**config.mk**
```make
export PLATFORM = sky130hd
export DESIGN_NAME = clasificador_pulsacion
export DESIGN_NICKNAME = d
export VERILOG_FILES = /design/src/rtl/clasificador_pulsacion.sv
export SDC_FILE = /design/constraint.sdc
export NUM_CORES = 1
export LEC_CHECK = 0
export ABC_AREA = 1
export CAP_MARGIN = 30
export CORE_ASPECT_RATIO = 1.2
export CORE_MARGIN = 2
export CORE_UTILIZATION = 30
export CTS_CLUSTER_SIZE = 10
export DETAILED_ROUTE_END_ITERATION = 10
export SLEW_MARGIN = 15
export SYNTH_ARGS = -nofsm -noshare
export SYNTH_HDL_FRONTEND = slang
export SYNTH_SLANG_ARGS = --single-unit
```
**constraint.sdc**
```tcl
create_clock -name clk -period 3.9 [get_ports clk]
set_clock_uncertainty 0.05 [all_clocks]
set_input_delay 0.585 -clock clk [delete_from_list [all_inputs] [get_ports clk]]
set_output_delay 0.585 -clock clk [all_outputs]
set_load 0.01 [all_outputs]
```
**src/rtl/clasificador_pulsacion.sv**
```systemverilog
// Button-press classifier: turns a debounced button level into short-press,
// long-press and auto-repeat strobes, and keeps a running count of short presses.
module clasificador_pulsacion #(
  parameter int T_LARGO = 50000000,
  parameter int T_REP   = 10000000
) (
  input  logic       clk,
  input  logic       rst,
  input  logic       btn_in,
  output logic       pulso_corto,
  output logic       pulso_largo,
  output logic       pulso_rep,
  output logic       presionado,
  output logic [7:0] num_cortos,
  output logic [1:0] estado
);

  typedef enum logic [1:0] {
    REPOSO     = 2'd0,
    PRESIONADO = 2'd1,
    REPITIENDO = 2'd2,
    INVALIDO   = 2'd3
  } estado_t;

  localparam logic [26:0] C_LARGO = 27'(T_LARGO);
  localparam logic [26:0] C_REP   = 27'(T_REP);

  estado_t     r_est;
  logic [25:0] r_cnt;
  logic        r_corto;
  logic        r_largo;
  logic        r_rep;
  logic        r_pres;
  logic [7:0]  r_num;
  logic [26:0] w_cnt_inc;

  // One extra bit so cnt+1 never wraps before the compare.
  assign w_cnt_inc = {1'b0, r_cnt} + 27'd1;

  always_ff @(posedge clk or posedge rst) begin
    if (rst) begin
      r_est   <= REPOSO;
      r_cnt   <= '0;
      r_corto <= 1'b0;
      r_largo <= 1'b0;
      r_rep   <= 1'b0;
      r_pres  <= 1'b0;
      r_num   <= '0;
    end else begin
      r_corto <= 1'b0;
      r_largo <= 1'b0;
      r_rep   <= 1'b0;
      case (r_est)
        REPOSO: begin
          if (btn_in) begin
            r_est  <= PRESIONADO;
            r_cnt  <= 26'd1;
            r_pres <= 1'b1;
          end else begin
            r_cnt  <= '0;
            r_pres <= 1'b0;
          end
        end
        PRESIONADO: begin
          if (!btn_in) begin
            r_est   <= REPOSO;
            r_cnt   <= '0;
            r_corto <= 1'b1;
            r_num   <= r_num + 8'd1;
            r_pres  <= 1'b0;
          end else if (w_cnt_inc == C_LARGO) begin
            r_est   <= REPITIENDO;
            r_cnt   <= '0;
            r_largo <= 1'b1;
          end else begin
            r_cnt <= w_cnt_inc[25:0];
          end
        end
        REPITIENDO: begin
          if (!btn_in) begin
            // Releasing a long press is silent: no short-press strobe or count.
            r_est  <= REPOSO;
            r_cnt  <= '0;
            r_pres <= 1'b0;
          end else if (w_cnt_inc == C_REP) begin
            r_cnt <= '0;
            r_rep <= 1'b1;
          end else begin
            r_cnt <= w_cnt_inc[25:0];
          end
        end
        default: begin
          r_est  <= REPOSO;
          r_cnt  <= '0;
          r_pres <= 1'b0;
        end
      endcase
    end
  end

  assign pulso_corto = r_corto;
  assign pulso_largo = r_largo;
  assign pulso_rep   = r_rep;
  assign presionado  = r_pres;
  assign num_cortos  = r_num;
  assign estado      = r_est;

endmodule

```
# ---- Word-level counts from Yosys, hierarchy flattened
# Cells that the tools add are included.
# W data, S select, Z words.
dict set report classes {
  reduce_logical 4
  addsub 2
  muxes 22
  bitwise_logic 1
  n_eq_ne 8
}
# operator count
set op_table {}
lappend op_table {{$mux W26} 4}
lappend op_table {{$pmux W26 S3} 1}
lappend op_table {{$add A26 B1 Y27 const B} 1}
lappend op_table {{$eq A27 B24 Y1 const B} 1}
lappend op_table {{$eq A27 B26 Y1 const B} 1}
lappend op_table {{$mux W1} 11}
lappend op_table {{$add A8 B1 Y8 const B} 1}
lappend op_table {{$mux W2} 4}
lappend op_table {{$ne A2 B2 Y1 const B} 3}
lappend op_table {{$pmux W2 S3} 1}
lappend op_table {{$ne A3 B3 Y1 const B} 1}
lappend op_table {{$reduce_and A3 Y1} 1}
lappend op_table {{$eq A2 B1 Y1 const B} 1}
lappend op_table {{$eq A2 B2 Y1 const B} 1}
lappend op_table {{$logic_not A2 Y1} 1}
lappend op_table {{$pmux W1 S2} 1}
lappend op_table {{$reduce_and A2 Y1} 1}
lappend op_table {{$reduce_or A2 Y1} 1}
lappend op_table {{$not A1 Y1} 1}
dict set report word_totals {
  ff_bits 40
  word_cells 44
  out_inout_bits 14
  in_bits 3
}

# ---- Depth between registers and ports, before layout
dict set report depth {
  word_depth 5
  ltp_mapped 18
  mapped_depth_nobuf 16
}

# ---- Worst setup path before layout
# No wires, ideal clock.
dict set report synth_path {
  kind {register -> register}
  startpoint {register r_cnt[1]}
  endpoint {register r_cnt[4]}
  t_required_ns 3.727
  slack_ns 1.757
  path_buffers 2
  period_less_slack_ns 2.143
  path_stages_with_launch 19
  arrival_time_ns 1.970
  setup_time_ns 0.123
  path_cell_list {dfrtp_1 ha_1 buf_2 inv_1 nor2_2 nand2_2 nor2_2 nand2_1 nand2_1 nand2_1 nor2_1 nand2_1 nor2_1 nand3_1 nand2_2 nand2_2 nand2_4 buf_6 nor2_1}
}
dict set report synth_between {
  elab_chain_len 5
  word_cells_on_any_way 8
  classes_between {add/sub (1); eq/ne (2); mux (5)}
}
# element line
set synth_rtl {}
lappend synth_rtl {{from (decl)} 29} ;# logic [25:0] r_cnt;
lappend synth_rtl {{from (signal assigned)} 76} ;# r_cnt <= w_cnt_inc[25:0];
lappend synth_rtl {{from (signal assigned)} 89} ;# r_cnt <= w_cnt_inc[25:0];
lappend synth_rtl {{$add A26 B1 Y27 (*)} 38} ;# assign w_cnt_inc = {1'b0, r_cnt} + 27'd1;
lappend synth_rtl {{$eq A27 B24 Y1 / $eq A27 B26 Y1 (equally long branches)} {85, 71}}
lappend synth_rtl {{$mux W26, on equally long branches} {85, 71}}
lappend synth_rtl {{$mux W26, on equally long branches} {80, 65}}
lappend synth_rtl {{$pmux W26 S3 (*)} 53} ;# case (r_est)
# Every way passes the cells marked *; elsewhere a longest branch is shown, timed or not.
# A chain may end at the register's enable or synchronous reset.

# ---- Worst setup path in the final report
dict set report layout_path {
  startpoint {register r_cnt[1]}
  endpoint {register r_cnt[10]}
}
# The elaborated chain is that of the path after synthesis.

==> flow_summary.ini <==
[outcome]
status = completed

[power_and_ir_drop]
switchingPower_mw = 0.404
p_comb_share_pct = 29.9
power_frac_seq_pct = 45.0
cellInternalPower_mw = 0.776
power.total_mw = 1.18
vdd_ir_drop_max_mv = 0.244
power.clock.fraction_pct = 25.1
p_per_area_mw_per_mm2 = 406
leakagePower_nw = 1.28
netSwitchingFraction_pct = 34.2

[logic_synthesis]
synthCells = 378
ys_seq_elements = 40
synthesis.nets = 387
ys_seq_area_share_pct = 39.5
synth-warning-count = 0
synth_edf_count = 0
avgSynthCellArea_um2 = 6.70
synth_flop_cell = dfrtp_1
syn_area_mm2 = 0.00253
yosys.cell_types.count = 20
ys_async_sr_fraction_pct = 100

[drt]
first_pass_iters = 5
drt-total-wl_um = 5830
wl_per_cell_um = 11.4
drtIter0Drc = 136
drc = 0
vias = 2334
drt-vias-per-instance = 4.54
ant_nets = 0

[floorplan]
initial_core_util_pct = 31.0
die-area_mm2 = 0.00919
io_pins = 17
core_area_mm2 = 0.00815
die_w_um = 87.9
rows = 36
die_h_um = 105

[clock_tree]
cts.sinks = 40
clkTransAtPathRegs_ns = 0.08
hold_buffers = 0
post_cts_buffers = 0
cts_resized = 0
numCtsBuffers = 5
cts_root_buffer = clkbuf_8
cts_buffer_depth = 2
clkLatencyLatePin_ns = 0.30
ctsHtreeMaxLevel = 2
cts_tree = yes

[sta]
hold_viol = 0
fin_tns_setup_ns = 0
tightest_slew_ns = 0.457
setup_viol = 0
period_share_pct = 66.0
maxSlewViolCount = 0
rsz0062_at_grt = false
fmax_mhz = 389
max-slew-margin-rel_pct = 69.5
hold-worst-slack_ns = 0.410
period_minus_slack_ns = 2.57

[critical_path]
critPathCaptureType = flop
cpMaxStageDelayCell = dfrtp_1
path_max_fanout = 25
path_cells = ha_1 > inv_1 > nor2_2 > nand2_2 > nor2_1 > nand2_1 > nand2_1 > nand4_1 > nor2_1 > nand3_1 > nand2_2 > nand2_2 > nand2_4 > nor2_1
crit_required_ns = 4.02
crit_type = reg -> reg
slowest_delay_ns = 0.39
cp.arrival_ns = 2.70
start_kind = flop

[global_routing]
grt_pass1_vias = 2327
grt_pass1_wl_um = 10200
grt-ovfl-total = 0
grt_antenna_before_repair = 0
grt_max_degree = 37
grt_usage_pct = 14.0

[final_layout]
layout-drive-gt1-share_pct = 5.75
fill_cells = 877
final_cell_mix = 127 x nand2_1, 71 x nor2_1, 52 x inv_1
syn_to_final_growth_pct = 14.9
final_common_cell = nand2_1
nNetsFinal = 408
antenna_cells = 0

[place]
io_buffers = 16
place_hpwl_um = 4520
globalplace.congestion = 0.883

[job]
maxCapViolCount = 0

[min_path]
hold_class = in -> async
## critical path, delay by kind of cell (launching register included)
kind | cells | cell delay, ns
AND/OR/NAND/NOR | 12 | 1.61
adder cells (fa/ha/maj) | 1 | 0.30
flip-flops | 1 | 0.39
buffers and inverters | 1 | 0.08
## per-layer routing
metal | global-route usage, % | wire length [um]
met5 | 0 | 0
met4 | 6.92 | 204
met3 | 2.45 | 163
met2 | 23.9 | 2940
met1 | 16.6 | 2530
## cell usage after synthesis (3+ instances only)
cell type  count  area (um2)
nand2_1      127         477
nor2_1        71         267
inv_1         53         199
dfrtp_1       40        1000
nand3_1       29         145
xor2_1         9        78.8
nand4_1        8        50.1
nor2_2         7        43.8
ha_1           6        75.1
nand2_2        5        31.3
o21ai_0        5        25.0
nor3_1         4        20.0
nand3b_1       3        22.5
## registers in the layout, indices dropped and copies added, names as in the netlist
name         count
num_cortos       8
pulso_rep        1
pulso_corto      1
r_cnt           26
estado           2
presionado       1
pulso_largo      1
## cells by family (layout without fill, tap and decap cells)
family / after synthesis / count (layout) / synth area share (%)
AOI/OAI and AO/OA: 6 / 6 / 1.19
xor gates and xnor gates: 11 / 11 / 3.81
buffers and inverters: 56 / 78 / 8.95
and+or+nand+nor: 259 / 259 / 43.5
DFF: 40 / 40 / 39.5
adders and majority gates: 6 / 6 / 2.97
## layout make-up
cell class                 count  area [um2]  share of cell area, %
sequential                    40        1000                   34.4
inverter                      53         199                   6.84
clock inverter                 1        7.51                  0.258
timing repair buffer          17         168                   5.77
clock buffer                   7        86.3                   2.97
tap                          114         143                   4.91
multi-input combinational    282        1300                   44.8
## power groups by stage
| stage | clock (mW) | combinational, mW | sequential [mW] |
|---|---|---|---|
| finish | 0.296 | 0.353 | 0.532 |
| global route | 0.322 | 0.400 | 0.543 |
| CTS | 0.306 | 0.361 | 0.534 |
| detailed placement | 0 | 0.360 | 0.537 |
| global placement | 0 | 0.354 | 0.538 |
| floorplan | 0 | 0.199 | 0.555 |
## stage by stage
step / area, um2 / setup slack, ns / instances / utilization [%]
2_1_floorplan: 2530 / 1.76 / 378 / -
3_3_place_gp: 2810 / 1.37 / 506 / 34.5
3_5_place_dp: 2810 / 1.34 / 506 / 34.5
4_1_cts: 2910 / 1.33 / 514 / 35.7
5_1_grt: 2910 / 0.978 / 514 / 35.7
6_report: 2910 / 1.33 / 514 / 35.7
## path summary, 6_finish.rpt
path	from	to	slack [ns]	cells past startpoint
max	r_cnt[1]	r_cnt[10]	1.33	14
min	rst	num_cortos[7]	0.41	2
max reg2reg	r_cnt[1]	r_cnt[10]	1.33	14
min reg2reg	num_cortos[7]	num_cortos[7]	0.43	1
max in group asynchronous	rst	r_cnt[8]	2.74	3
min in group clk	num_cortos[7]	num_cortos[7]	0.43	1
Note: power is estimated with default switching activity, not from simulation.
